### config.mk
export PLATFORM = sky130hd
export DESIGN_NAME = key_char_fifo
export DESIGN_NICKNAME = d
export VERILOG_FILES = /design/src/rtl/key_char_fifo.sv
export SDC_FILE = /design/constraint.sdc
export NUM_CORES = 1
export LEC_CHECK = 0
export CAP_MARGIN = 40
export CORE_MARGIN = 10
export CORE_UTILIZATION = 40
export CTS_CLUSTER_SIZE = 24
export DETAILED_ROUTE_END_ITERATION = 10
export SYNTH_ARGS = -nofsm -noshare
export SYNTH_HDL_FRONTEND = slang
export SYNTH_SLANG_ARGS = --single-unit
### constraint.sdc
create_clock -name iClock -period 7.1 [get_ports iClock]
set_clock_uncertainty 0.2 [all_clocks]
set_input_delay 1.775 -clock iClock [delete_from_list [all_inputs] [get_ports iClock]]
set_output_delay 1.775 -clock iClock [all_outputs]
set_load 0.05 [all_outputs]
### src/rtl/key_char_fifo.sv
// Keyboard character queue: toggle-strobe capture into a first-word-fall-through FIFO
// with sticky overflow and a registered level interrupt.
module key_char_fifo #(
    parameter int DEPTH = 16,
    parameter int AW    = 4
) (
    input  logic          iClock,
    input  logic          iReset,
    input  logic [7:0]    iKey_ascii,
    input  logic          iKey_stroke,
    input  logic          iRead,
    input  logic          iClr_ovf,
    input  logic          iIrq_en,
    output logic [7:0]    oData,
    output logic          oEmpty,
    output logic          oFull,
    output logic [AW:0]   oCount,
    output logic          oOverflow,
    output logic          oIrq
);

    localparam logic [AW:0] ONE     = (AW+1)'(1);
    localparam logic [AW:0] DEPTH_C = (AW+1)'(DEPTH);

    logic [7:0]    r_mem [DEPTH];
    logic [AW-1:0] r_wr_ptr;
    logic [AW-1:0] r_rd_ptr;
    logic [AW:0]   r_count;
    logic          r_empty;
    logic          r_full;
    logic          r_ovf;
    logic          r_irq;
    logic          r_stroke_d;
    logic          r_primed;

    logic          w_push_req;
    logic          w_pop;
    logic          w_push;
    logic          w_drop;
    logic [AW:0]   w_count_nxt;

    // The first post-reset edge only samples the stroke level, so a stale
    // level never shows up as a phantom character.
    assign w_push_req = r_primed & (iKey_stroke ^ r_stroke_d);
    assign w_pop      = iRead & ~r_empty;
    assign w_push     = w_push_req & (~r_full | w_pop);
    assign w_drop     = w_push_req & r_full & ~w_pop;

    always_comb begin
        w_count_nxt = r_count;
        if (w_push && !w_pop) begin
            w_count_nxt = r_count + ONE;
        end else if (!w_push && w_pop) begin
            w_count_nxt = r_count - ONE;
        end
    end

    always_ff @(posedge iClock) begin
        if (w_push) begin
            r_mem[r_wr_ptr] <= iKey_ascii;
        end
    end

    always_ff @(posedge iClock or posedge iReset) begin
        if (iReset) begin
            r_wr_ptr   <= '0;
            r_rd_ptr   <= '0;
            r_count    <= '0;
            r_empty    <= 1'b1;
            r_full     <= 1'b0;
            r_ovf      <= 1'b0;
            r_irq      <= 1'b0;
            r_stroke_d <= 1'b0;
            r_primed   <= 1'b0;
        end else begin
            r_stroke_d <= iKey_stroke;
            r_primed   <= 1'b1;
            if (w_push) begin
                r_wr_ptr <= r_wr_ptr + 1'b1;
            end
            if (w_pop) begin
                r_rd_ptr <= r_rd_ptr + 1'b1;
            end
            r_count <= w_count_nxt;
            r_empty <= (w_count_nxt == '0);
            r_full  <= (w_count_nxt == DEPTH_C);
            // A drop in the same cycle as a clear keeps the flag set.
            if (w_drop) begin
                r_ovf <= 1'b1;
            end else if (iClr_ovf) begin
                r_ovf <= 1'b0;
            end
            r_irq <= iIrq_en & (w_count_nxt != '0);
        end
    end

    assign oData     = r_mem[r_rd_ptr];
    assign oEmpty    = r_empty;
    assign oFull     = r_full;
    assign oCount    = r_count;
    assign oOverflow = r_ovf;
    assign oIrq      = r_irq;

endmodule

* Yosys cells after proc, flatten, opt, wreduce, memory -nomap -nowiden
Memories as Yosys holds them, arrays and structs flattened. Index checks and enable logic that the tools add are counted.
Operators by class: add/sub/neg operators 4, multiplexer cells 6, equality and inequality tests 1, reductions and logical operators 7, bitwise gates (word level) 11
Operators by type and width (number):
- $mux W5 | 2
- $add A4 B1 Y4 const B | 2
- $and A1 B1 Y1 | 6
- $add A5 B1 Y5 const B | 1
- $eq A5 B5 Y1 const B | 1
- $logic_not A5 Y1 | 1
- $reduce_bool A5 Y1 | 1
- $sub A5 B1 Y5 const B | 1
- $mux W1 | 4
- $not A1 Y1 | 3
- $logic_and A1 B1 Y1 | 2
- $logic_not A1 Y1 | 2
- $reduce_bool A2 Y1 | 1
- $or A1 B1 Y1 | 1
- $xor A1 B1 Y1 | 1
Word-level totals: output and inout port bits 17, memory bits (writable) 128, register bits 19, bits of input ports 14, logic and storage cells 39, memories 1
Memories:
- r_mem | depth 16, width 8, rd ports 1, clocked after Yosys merged registers in 0, write ports 1, line 25 | logic [7:0] r_mem [DEPTH];

* Logic depth before layout (Yosys ltp)
depth after elaboration 10, gate-level depth with buffers 7, gate-level depth less buffers 6

* Worst setup path before layout
Ideal clock, no wire load.
path kind register to output, from reg r_rd_ptr[0], to out oData[0], data arrival time 2.110 ns, buffers on the path 3, cell stages (with the launch flop) 7, data required time 5.125 ns, slack 3.015 ns, cells stage by stage dfrtp_1 -> buf_2 -> buf_4 -> buf_4 -> mux4_2 -> mux2i_1 -> a21oi_1
On the way: longest elaborated chain between the ends 1
RTL lines:
- start: declaration | line 27 | logic [AW-1:0] r_rd_ptr;
- start signal: assignment | line 82 | r_rd_ptr <= r_rd_ptr + 1'b1;
- $mem_v2 Z16 W8
- end: declaration | line 14 | output logic [7:0] oData,
No other way between the ends.

* Final worst setup path
from reg r_rd_ptr[0], to out oData[2]
The elaborated chain is that of the path after synthesis.

==> results.yml <==
run_status:
  status: "finished, final reports clean"
setup_path:
  rrSetupSlack_ns: 4.26
  critPathBufInv: 2
  end_kind: "output pin"
  critPathMaxFanout: 19
  required_ns: 5.12
  critical_path.top_delay_family: "buffers and inverters"
  crit_chain: "buf_12 > mux4_2 > nor2b_1 > a211oi_1 > a21oi_1 > clkdlybuf4s50_1"
  cpMaxStageDelayCell: "clkdlybuf4s50_1"
  cp-start-kind: "flop"
  critPathKind: "flop to output pin"
  crit_path_max_incr_delay_ns: 0.75
  worstPathArrival_ns: 3.06
pwr:
  power.density_nw_per_um2: 425
  finalPower_mw: 3.07
  leakagePower_nw: 2.45
  peakVddDrop_mv: 0.296
synthesis:
  async_reset_ff_share_pct: 12.9
  avgSynthCellArea_um2: 19.1
  synth_nets: 331
  ys_ff_latch: 147
  seq_area_frac_synth_pct: 73.1
  synth_area_um2: 5910
  synthCells: 310
  synthFlopType: "edfxtp_1"
  ys_warn_count: 0
  synth_edf_count: 128
  yosysUniqueCellTypes: 38
timing:
  fmaxAchievable_ghz: 0.199
  slew_headroom_pct: 48.7
  worstMarginPinSlew_ns: 0.768
  hold_viol: 0
  setup_ws_ns: 2.06
  min_period_ns: 5.04
  tns_ns: 0
  fin_crit_sh_pct: 70.9
  setup_viol: 0
  final_max_slew_viol_count: 0
  rsz0062_at_grt: "false"
global_route:
  grt_use_met1_pct: 15.5
  grt_usage_pct: 12.5
  first_global_vias: 3207
  grt_use_met3_pct: 4.11
  gr-usage-met2_pct: 19.8
  grt_antenna_before_repair: 0
  gr-total-overflow: 0
  grt_max_degree: 34
  grt.busiest_layer: "met2"
  grt_pass1_wl_um: 18700
placement:
  finalWeightedCongestion: 0.767
  placement.io_buffers: 30
  dp_cells: 529
  postPlaceCellArea_um2: 6590
  dpl_worst_slack_ns: 2.30
  dp_hpwl_um: 7900
floorplan:
  die_h_um: 142
  start_util_pct: 40.8
  core_region_area_um2: 14500
  die_area_um2: 20000
  rows: 44
  die_x_um: 142
  io-pin-count: 31
cts:
  cts_root_buf: "clkbuf_16"
  cts_tree: "built"
  ctsLongestPathBuffers: 2
  post_cts_resized: 0
  cts.htree.levels: 4
  clk_latency_ns: 0.42
  hold_buffers: 0
  cts_sinks: 147
  cts.clk_slew.worst_paths_ns: 0.06
  post-cts-setup-buffers: 0
  cts_buffers: 17
cells_and_area:
  regArea_um2: 4320
  diodes: 0
  instances_no_fill: 560
  drive_gt1_share_pct: 23.9
  syn2layout_area_growth_pct: 22.1
  finish.instance_area_um2: 7210
  multi_input_area_um2: 1500
  fillers: 1181
  fin_nets: 385
routing:
  firstDrtPassIters: 5
  finalWirelength_um: 11800
  avgViaCountPerCell: 5.35
  route.detailed.drc: 0
  wire_per_inst_um: 21.1
  num_vias: 2996
  drt_iter0_drc: 230
  detail-route-antenna-nets: 0
flow_run:
  maxCapViolCount: 0
hold_path:
  holdCritPathClass: "flop to flop"
[power by group]
group / switching (mW) / total (mW) / leakage, nW / internal [mW]
registers: 0.0943 / 1.12 / 1.38 / 1.02
clock network: 0.325 / 0.943 / 0.291 / 0.617
logic: 0.566 / 1.01 / 0.779 / 0.440
total: 0.986 / 3.07 / 2.45 / 2.08
[cell families after synthesis]
logic type | Yosys count | share of synthesized area (%)
flip-flops | 147 | 73.1
AND/OR/NAND/NOR | 53 | 4.55
multiplexers | 41 | 13.7
AO/OA/AOI/OAI | 28 | 3.41
buffers and inverters | 22 | 1.86
XOR/XNOR | 11 | 1.76
adder cells (fa/ha/maj) | 7 | 1.48
other | 1 | 0.0635
[registers in the layout, summed over array words and instances, names as in the netlist]
signal,flops
r_primed,1
oIrq,1
r_wr_ptr,4
r_mem,128
r_rd_ptr,4
oOverflow,1
r_stroke_d,1
oFull,1
oEmpty,1
oCount,5
[layer usage]
layer	up-vias	routed length, µm
li1	1334	-
met1	1574	5260
met2	67	5810
met3	21	531
met4	0	211
met5	-	0
[layout make-up]
| cell class | instances | share of cell area (%) |
|---|---|---|
| Clock buffer | 20 | 6.05 |
| Clock inverter | 11 | 2.57 |
| Inverter | 6 | 0.312 |
| Multi-Input combinational cell | 141 | 20.8 |
| Sequential cell | 147 | 59.9 |
| Tap cell | 184 | 3.19 |
| Timing Repair Buffer | 51 | 7.21 |
[cell usage after synthesis (all sizes together) (6+ instances only)]
| master | n | area [µm²] |
|---|---|---|
| a211oi | 9 | 67.6 |
| mux4 | 32 | 721 |
| mux2i | 8 | 80.1 |
| dfrtp | 18 | 450 |
| inv | 6 | 22.5 |
| buf | 12 | 72.6 |
| a21oi | 11 | 55.1 |
| nor2b | 9 | 56.3 |
| ha | 7 | 87.6 |
| nor2 | 17 | 63.8 |
| edfxtp | 128 | 3840 |
| nand2 | 12 | 45.0 |
| xnor2 | 10 | 95.1 |
[through the flow]
stage,utilization [%],hold WS (ns)
2_1_floorplan,-,0.353
3_3_place_gp,44.2,0.330
3_5_place_dp,45.5,0.327
4_1_cts,49.8,0.344
5_1_grt,49.8,0.364
6_report,49.8,0.332
[final timing paths]
check                             from            to  cells after the start
max                        r_rd_ptr[0]      oData[2]                      6
min                          oOverflow     oOverflow                      2
max reg2reg                 r_stroke_d  r_mem[11][6]                      6
min reg2reg                  oOverflow     oOverflow                      2
max in group asynchronous       iReset   r_rd_ptr[0]                      2
min in group asynchronous       iReset     oOverflow                      2
[cells in the final DEF, fill, tap and decap left out, drive strengths merged, types with 2 or more instances in the layout]
| master | count |
|---|---|
| xnor2 | 10 |
| nor2 | 17 |
| clkinvlp | 3 |
| buf | 21 |
| nand2b | 3 |
| nand4 | 2 |
| inv | 6 |
| ha | 7 |
| nor3 | 4 |
| dfrtp | 18 |
| mux2i | 8 |
| a211oi | 9 |
| a21oi | 11 |
| clkdlybuf4s50 | 30 |
| nand2 | 12 |
| bufinv | 5 |
| nor2b | 9 |
| edfxtp | 128 |
| and3 | 2 |
| mux4 | 32 |
| a22oi | 4 |
| clkbuf | 20 |
| clkinv | 3 |
[worst min-delay path: stages (launching register included)]
cell     delay [ns]
dfrtp_1        0.37
inv_1          0.05
o22ai_1        0.06
No activity file was read; power rests on OpenSTA's default activity.
